==> config.mk <==
export PLATFORM = sky130hd
export DESIGN_NAME = link_arb_flat
export DESIGN_NICKNAME = d
export VERILOG_FILES = /design/src/rtl/link_arb_if.sv /design/src/rtl/link_arb.sv /design/src/flat_wrapper.sv
export SDC_FILE = /design/constraint.sdc
export NUM_CORES = 1
export LEC_CHECK = 0
export BUFFER_PORTS_ARGS = -buffer_cell sky130_fd_sc_hd__buf_2
export CAP_MARGIN = 25
export CORE_AREA = 2 2 97 99
export CTS_BUF_LIST = sky130_fd_sc_hd__clkbuf_4
export CTS_CLUSTER_DIAMETER = 100
export DETAILED_ROUTE_END_ITERATION = 8
export DIE_AREA = 0 0 99 101
export GPL_TIMING_DRIVEN = 0
export MAX_ROUTING_LAYER = met4
export PLACE_DENSITY_LB_ADDON = 0.25
export SETUP_SLACK_MARGIN = 0.05
export SLEW_MARGIN = 0
export SYNTH_ARGS = -nofsm -noshare
export SYNTH_HDL_FRONTEND = slang
export SYNTH_SLANG_ARGS = --single-unit
==> constraint.sdc <==
create_clock -name clk -period 1.8 [get_ports clk]
set_input_delay 0.09 -clock clk [delete_from_list [all_inputs] [get_ports clk]]
set_output_delay 0.09 -clock clk [all_outputs]
set_load 0.01 [all_outputs]
==> src/rtl/link_arb_if.sv <==
// Link bundle for link_arb: N requester links (m_*) plus the single downstream link (s_*).
// slave is the arbiter's view; master is the view of the requesters and memory port around it.
interface link_arb_if #(
    parameter int N_CH   = 4,
    parameter int ADDR_W = 32,
    parameter int DATA_W = 32,
    parameter int CNT_W  = 3
);
    logic [N_CH-1:0]        m_req;
    logic [N_CH*ADDR_W-1:0] m_addr;
    logic [N_CH-1:0]        m_ack;
    logic [N_CH-1:0]        m_dvld;
    logic [DATA_W-1:0]      m_rdata;
    logic [CNT_W-1:0]       m_dcnt;
    logic [N_CH-1:0]        m_err;

    logic                   s_req;
    logic [ADDR_W-1:0]      s_addr;
    logic                   s_ack;
    logic                   s_dvld;
    logic [DATA_W-1:0]      s_rdata;
    logic [CNT_W-1:0]       s_dcnt;

    modport slave (
        input  m_req, m_addr, s_ack, s_dvld, s_rdata, s_dcnt,
        output m_ack, m_dvld, m_rdata, m_dcnt, m_err, s_req, s_addr
    );

    modport master (
        output m_req, m_addr, s_ack, s_dvld, s_rdata, s_dcnt,
        input  m_ack, m_dvld, m_rdata, m_dcnt, m_err, s_req, s_addr
    );
endinterface

==> src/rtl/link_arb.sv <==
// N-channel round-robin arbiter merging req/ack/dvld requester links onto one downstream link.
// Optional watchdog abort enabled by defining LINK_ARB_TIMEOUT_EN.
//
// state | meaning
// IDLE  | no owner; round-robin pick among m_req, latch grant and address
// REQ   | s_req high to downstream, waiting for s_ack
// DATA  | forwarding beats to the owner until beat BURST_LEN-1
module link_arb #(
    parameter  int N_CH        = 4,
    parameter  int ADDR_W      = 32,
    parameter  int DATA_W      = 32,
    parameter  int BURST_LEN   = 8,
    parameter  int TIMEOUT_CYC = 256,
    localparam int CNT_W       = (BURST_LEN > 1) ? $clog2(BURST_LEN) : 1,
    localparam int GID_W       = $clog2(N_CH)
) (
    input  logic             clk,
    input  logic             rst,
    link_arb_if.slave        lnk,
    output logic             busy,
    output logic [GID_W-1:0] grant_id
);
    typedef enum logic [1:0] {IDLE, REQ, DATA} state_t;

    localparam logic [CNT_W-1:0] LAST_CNT = CNT_W'(BURST_LEN - 1);

    state_t            state, state_nxt;
    logic [GID_W-1:0]  last;
    logic [GID_W-1:0]  pick;
    logic [GID_W-1:0]  idx;
    logic              any_req;
    logic              last_beat;
    logic              tmo_hit;
    logic [ADDR_W-1:0] addr_q;
    logic              req_c;
    logic [N_CH-1:0]   ack_c;
    logic [N_CH-1:0]   dvld_c;
    logic [N_CH-1:0]   err_c;

    // Scan downward so the channel closest after 'last' is the one left in pick.
    always_comb begin
        pick    = '0;
        any_req = 1'b0;
        idx     = '0;
        for (int k = N_CH; k >= 1; k--) begin
            idx = GID_W'((int'(last) + k) % N_CH);
            if (lnk.m_req[idx]) begin
                pick    = idx;
                any_req = 1'b1;
            end
        end
    end

    assign last_beat = lnk.s_dvld && (lnk.s_dcnt == LAST_CNT);

`ifdef LINK_ARB_TIMEOUT_EN
    localparam int TMO_W = $clog2(TIMEOUT_CYC + 1);

    logic [TMO_W-1:0] tmo_cnt;

    // Progress (s_ack in REQ, a beat in DATA) wins over an expiry in the same cycle.
    assign tmo_hit = (tmo_cnt == '0) &&
                     (((state == REQ) && !lnk.s_ack) || ((state == DATA) && !lnk.s_dvld));

    always_ff @(posedge clk) begin
        if (rst) begin
            tmo_cnt <= TMO_W'(TIMEOUT_CYC);
        end else if ((state == IDLE) || ((state == DATA) && lnk.s_dvld)) begin
            tmo_cnt <= TMO_W'(TIMEOUT_CYC);
        end else if (tmo_cnt != '0) begin
            tmo_cnt <= tmo_cnt - 1'b1;
        end
    end
`else
    assign tmo_hit = 1'b0;
`endif

    always_ff @(posedge clk) begin
        if (rst) begin
            state    <= IDLE;
            last     <= GID_W'(N_CH - 1);
            grant_id <= '0;
            addr_q   <= '0;
        end else begin
            state <= state_nxt;
            if ((state == IDLE) && any_req) begin
                grant_id <= pick;
                addr_q   <= lnk.m_addr[int'(pick)*ADDR_W +: ADDR_W];
            end
            if (((state == DATA) && last_beat) || tmo_hit) begin
                last <= grant_id;
            end
        end
    end

    always_comb begin
        state_nxt = state;
        req_c     = 1'b0;
        ack_c     = '0;
        dvld_c    = '0;
        err_c     = '0;
        case (state)
            IDLE: begin
                if (any_req) state_nxt = REQ;
            end
            REQ: begin
                req_c = 1'b1;
                if (tmo_hit) begin
                    err_c[grant_id] = 1'b1;
                    state_nxt       = IDLE;
                end else if (lnk.s_ack) begin
                    ack_c[grant_id] = 1'b1;
                    state_nxt       = DATA;
                end
            end
            DATA: begin
                if (lnk.s_dvld) dvld_c[grant_id] = 1'b1;
                if (tmo_hit) begin
                    err_c[grant_id] = 1'b1;
                    state_nxt       = IDLE;
                end else if (last_beat) begin
                    state_nxt = IDLE;
                end
            end
            default: state_nxt = IDLE;
        endcase
    end

    assign lnk.s_req   = req_c;
    assign lnk.s_addr  = addr_q;
    assign lnk.m_ack   = ack_c;
    assign lnk.m_dvld  = dvld_c;
    assign lnk.m_err   = err_c;
    assign lnk.m_rdata = lnk.s_rdata;
    assign lnk.m_dcnt  = lnk.s_dcnt;
    assign busy        = (state != IDLE);
endmodule

==> src/flat_wrapper.sv <==
// flat-port wrapper written by rule: the top's interface ports become plain ports
module link_arb_flat 
#(
    parameter  int N_CH        = 4,
    parameter  int ADDR_W      = 32,
    parameter  int DATA_W      = 32,
    parameter  int BURST_LEN   = 8,
    parameter  int TIMEOUT_CYC = 256,
    localparam int CNT_W       = (BURST_LEN > 1) ? $clog2(BURST_LEN) : 1,
    localparam int GID_W       = $clog2(N_CH)
)
  (clk, rst, busy, grant_id, lnk_m_req, lnk_m_addr, lnk_s_ack, lnk_s_dvld, lnk_s_rdata, lnk_s_dcnt, lnk_m_ack, lnk_m_dvld, lnk_m_rdata, lnk_m_dcnt, lnk_m_err, lnk_s_req, lnk_s_addr);
  link_arb_if #(.N_CH(N_CH), .ADDR_W(ADDR_W), .DATA_W(DATA_W), .CNT_W((3))) lnk_i ();
  input  logic clk;
  input  logic rst;
  output logic busy;
  output logic [GID_W-1:0] grant_id;
  input wire logic [$bits(lnk_i.m_req)-1:0] lnk_m_req;
  input wire logic [$bits(lnk_i.m_addr)-1:0] lnk_m_addr;
  input wire logic [$bits(lnk_i.s_ack)-1:0] lnk_s_ack;
  input wire logic [$bits(lnk_i.s_dvld)-1:0] lnk_s_dvld;
  input wire logic [$bits(lnk_i.s_rdata)-1:0] lnk_s_rdata;
  input wire logic [$bits(lnk_i.s_dcnt)-1:0] lnk_s_dcnt;
  output wire logic [$bits(lnk_i.m_ack)-1:0] lnk_m_ack;
  output wire logic [$bits(lnk_i.m_dvld)-1:0] lnk_m_dvld;
  output wire logic [$bits(lnk_i.m_rdata)-1:0] lnk_m_rdata;
  output wire logic [$bits(lnk_i.m_dcnt)-1:0] lnk_m_dcnt;
  output wire logic [$bits(lnk_i.m_err)-1:0] lnk_m_err;
  output wire logic [$bits(lnk_i.s_req)-1:0] lnk_s_req;
  output wire logic [$bits(lnk_i.s_addr)-1:0] lnk_s_addr;
  assign lnk_i.m_req = lnk_m_req;
  assign lnk_i.m_addr = lnk_m_addr;
  assign lnk_i.s_ack = lnk_s_ack;
  assign lnk_i.s_dvld = lnk_s_dvld;
  assign lnk_i.s_rdata = lnk_s_rdata;
  assign lnk_i.s_dcnt = lnk_s_dcnt;
  assign lnk_m_ack = lnk_i.m_ack;
  assign lnk_m_dvld = lnk_i.m_dvld;
  assign lnk_m_rdata = lnk_i.m_rdata;
  assign lnk_m_dcnt = lnk_i.m_dcnt;
  assign lnk_m_err = lnk_i.m_err;
  assign lnk_s_req = lnk_i.s_req;
  assign lnk_s_addr = lnk_i.s_addr;
  link_arb #(.N_CH(N_CH), .ADDR_W(ADDR_W), .DATA_W(DATA_W), .BURST_LEN(BURST_LEN), .TIMEOUT_CYC(TIMEOUT_CYC)) u_core (.clk(clk), .rst(rst), .lnk(lnk_i), .busy(busy), .grant_id(grant_id));
endmodule
==> out/qor.yml <==
power_leakage_uw: 0.002076
antenna_cells: 0
rows: 35
die-area_um2: 9999
synth_area_um2: 2650
synth_edf_count: 0
cts-htree-levels: 2
syn_avg_cell_area_um2: 9.672
synth-seq-area-share: 0.2871
numClockSinks: 38
max_freq_mhz: 568.5
die_h_um: 101
slew_headroom: 0.6386
syn_to_final_growth_pct: 58.26
ys_async_sr_fraction: 0
synth_common_cells: "mux2i_1, buf_4, dfxtp_1, nand2_1, o221ai_2"
cp-end-kind: "flop"
crit_family: "buffers and inverters"
wl_um: 8490
cts_tree: "built"
grt_max_degree: 12
core_area_um2: 8977
grt_pass1_vias: 2549
startpoint_type: "flop"
report.final.hold_viol_count: 0
synth_top_area_cell: "dfxtp_1"
cts_root_buf: "clkbuf_4"
setup_tns_ns: 0
synth_top_area_share: 0.2871
ys_top_cells_by_area: "dfxtp_1, mux2i_1, o221ai_2, buf_4, nand2_1"
critPathBufInv: 3
maxCapViolCount: 0
synth_warnings: 0
final_util: 0.4672
min_period_ns: 1.759
vias: 2868
cp_slowest_cell: "or4_4"
required_ns: 2.07
ys_ff_latch: 38
start_util: 0.2952
skew_ns: 0.01461
syn_inst: 274
rsz0062_at_grt: "true"
dr.pass1.iters: 4
cp_data_arrival_time_ns: 2.03
viasPerCell: 4.604
globalplace.congestion: 0.7038
drtIter0Drc: 24
crit_type: "reg2reg"
p_total_uw: 2397
setup_viol: 0
clkSlewWorstSetupHoldPaths_ns: 0.13
dpl_cell_area_um2: 3886
fin_area_um2: 4194
clk_latency_ns: 0.35
cellPowerDensity_nw_per_um2: 571.5
io_pins: 254
antenna_found_initial: 0
hpwlAfterDp_um: 6632
synth_ff_type: "dfxtp_1"
grt_pass1_wl_um: 12050
die-width_um: 99
final_antenna_net_count: 0
remaining_drc_errors: 0
synth_cell_types: 28
grt_overflow: 0
finalCritPeriodShare: 0.9772
status: "completed"
drv_slew: 0
cts_buffer_depth: 2
synthMostInstantiatedCell: "mux2i_1"
layout.nets: 682
place.port_buffers: 217
wire_per_inst_um: 13.63
crit_chain: "buf_4 -> o22ai_2 -> a21oi_2 -> or4_4 -> buf_12 -> clkbuf_16 -> o221ai_2"
drive_gt1_frac: 0.6484
hold_class: "in2reg"
slowest_delay_ns: 0.44
worst-path-max-fanout: 7
grt_usage: 0.1538
ir_worst_vdd_v: 0.0002300
worst_slew_pin_slew_ns: 0.5372
cts_buffers: 5
## metrics by stage
stage / instances / setup WS [ns] / hold slack (ns)
floorplan: 277 / 0.1200 / 0.1591
global placement: 605 / -0.3126 / 0.3439
detailed placement: 605 / -0.3483 / 0.3429
CTS: 614 / 0.05072 / 0.01024
global route: 623 / -0.01968 / 0.03467
finish: 623 / 0.04105 / 0.04436
## area by class of cell
cell class	count	area, um2
buffer	56	481.7
clock buffer	6	45.04
clock inverter	2	8.758
fill	909	4783
inverter	5	18.77
multi-input combinational	178	1538
sequential	38	764.5
tap	111	138.9
timing repair buffer	227	1199
## worst paths after layout
kind                    startpoint               endpoint  slack, ns  depth (start not counted)
max                 u_core.last[1]  u_core.lnk.s_addr[21]       0.04                          7
min reg2reg  u_core.lnk.s_addr[13]  u_core.lnk.s_addr[13]       0.47                          2
min                 lnk_m_addr[23]  u_core.lnk.s_addr[23]       0.04                          3
max reg2reg         u_core.last[1]  u_core.lnk.s_addr[21]       0.04                          7
## layer usage
layer  global-route usage  vias to the layer above  share of wire
met5                    -                        -              0
met4              0.03161                        0         0.0071
met3              0.03745                        5          0.081
met2               0.2827                      126           0.53
met1               0.1687                     1309           0.38
li1                     -                     1428              -
## power breakdown
part           internal [uW]  switching (uW)
Combinational            498             451
Sequential               940            55.5
Clock                    162             290
## sequential cells by signal, indices dropped and copies added, names as in the netlist
name	cells
u_core.state	2
u_core.grant_id	2
u_core.lnk.s_addr	32
u_core.last	2
## placed cells by master (no fill, tap or decap), drive strengths merged
| cell type | synthesis | final |
|---|---|---|
| a211oi | 1 | 1 |
| a21oi | 5 | 5 |
| a31oi | 1 | 1 |
| buf | 52 | 276 |
| clkbuf | 4 | 12 |
| clkinv | 0 | 2 |
| conb | 1 | 4 |
| dfxtp | 38 | 38 |
| dlygate4sd3 | 0 | 1 |
| inv | 5 | 5 |
| mux2i | 67 | 67 |
| nand2 | 38 | 38 |
| nand2b | 4 | 4 |
| nand3 | 1 | 1 |
| nand4 | 1 | 1 |
| nor2 | 12 | 12 |
| nor2b | 3 | 3 |
| nor3 | 2 | 2 |
| nor3b | 1 | 1 |
| nor4 | 1 | 1 |
| o211ai | 1 | 1 |
| o21ai | 1 | 1 |
| o221ai | 32 | 32 |
| o22ai | 1 | 1 |
| or2 | 1 | 1 |
| or4 | 1 | 1 |
## repair_timing
action,CTS,global route
pin swaps,0,17
setup buffers,0,7
resized for setup,23,21
hold buffers,1,0
endpoints found under the hold margin,4,0
setup endpoints to repair,33,32
gates cloned,0,2
## cells by family after synthesis
group                  after synthesis  share of synthesized area
multiplexers                        67                     0.2531
AND/OR/NAND/NOR                     65                     0.1058
buffers and inverters               61                     0.1544
AO/OA/AOI/OAI                       42                     0.1983
flip-flops                          38                     0.2871
other                                1                   0.001415
## worst reg2reg max path: cells and delay by family, from the launching register on
kind                   cells  cell delay (ns)
AOI/OAI and AO/OA          3             0.40
DFF                        1             0.39
and+or+nand+nor            1             0.44
buffers and inverters      3             0.47
No activity file was read; power rests on OpenSTA's default activity.
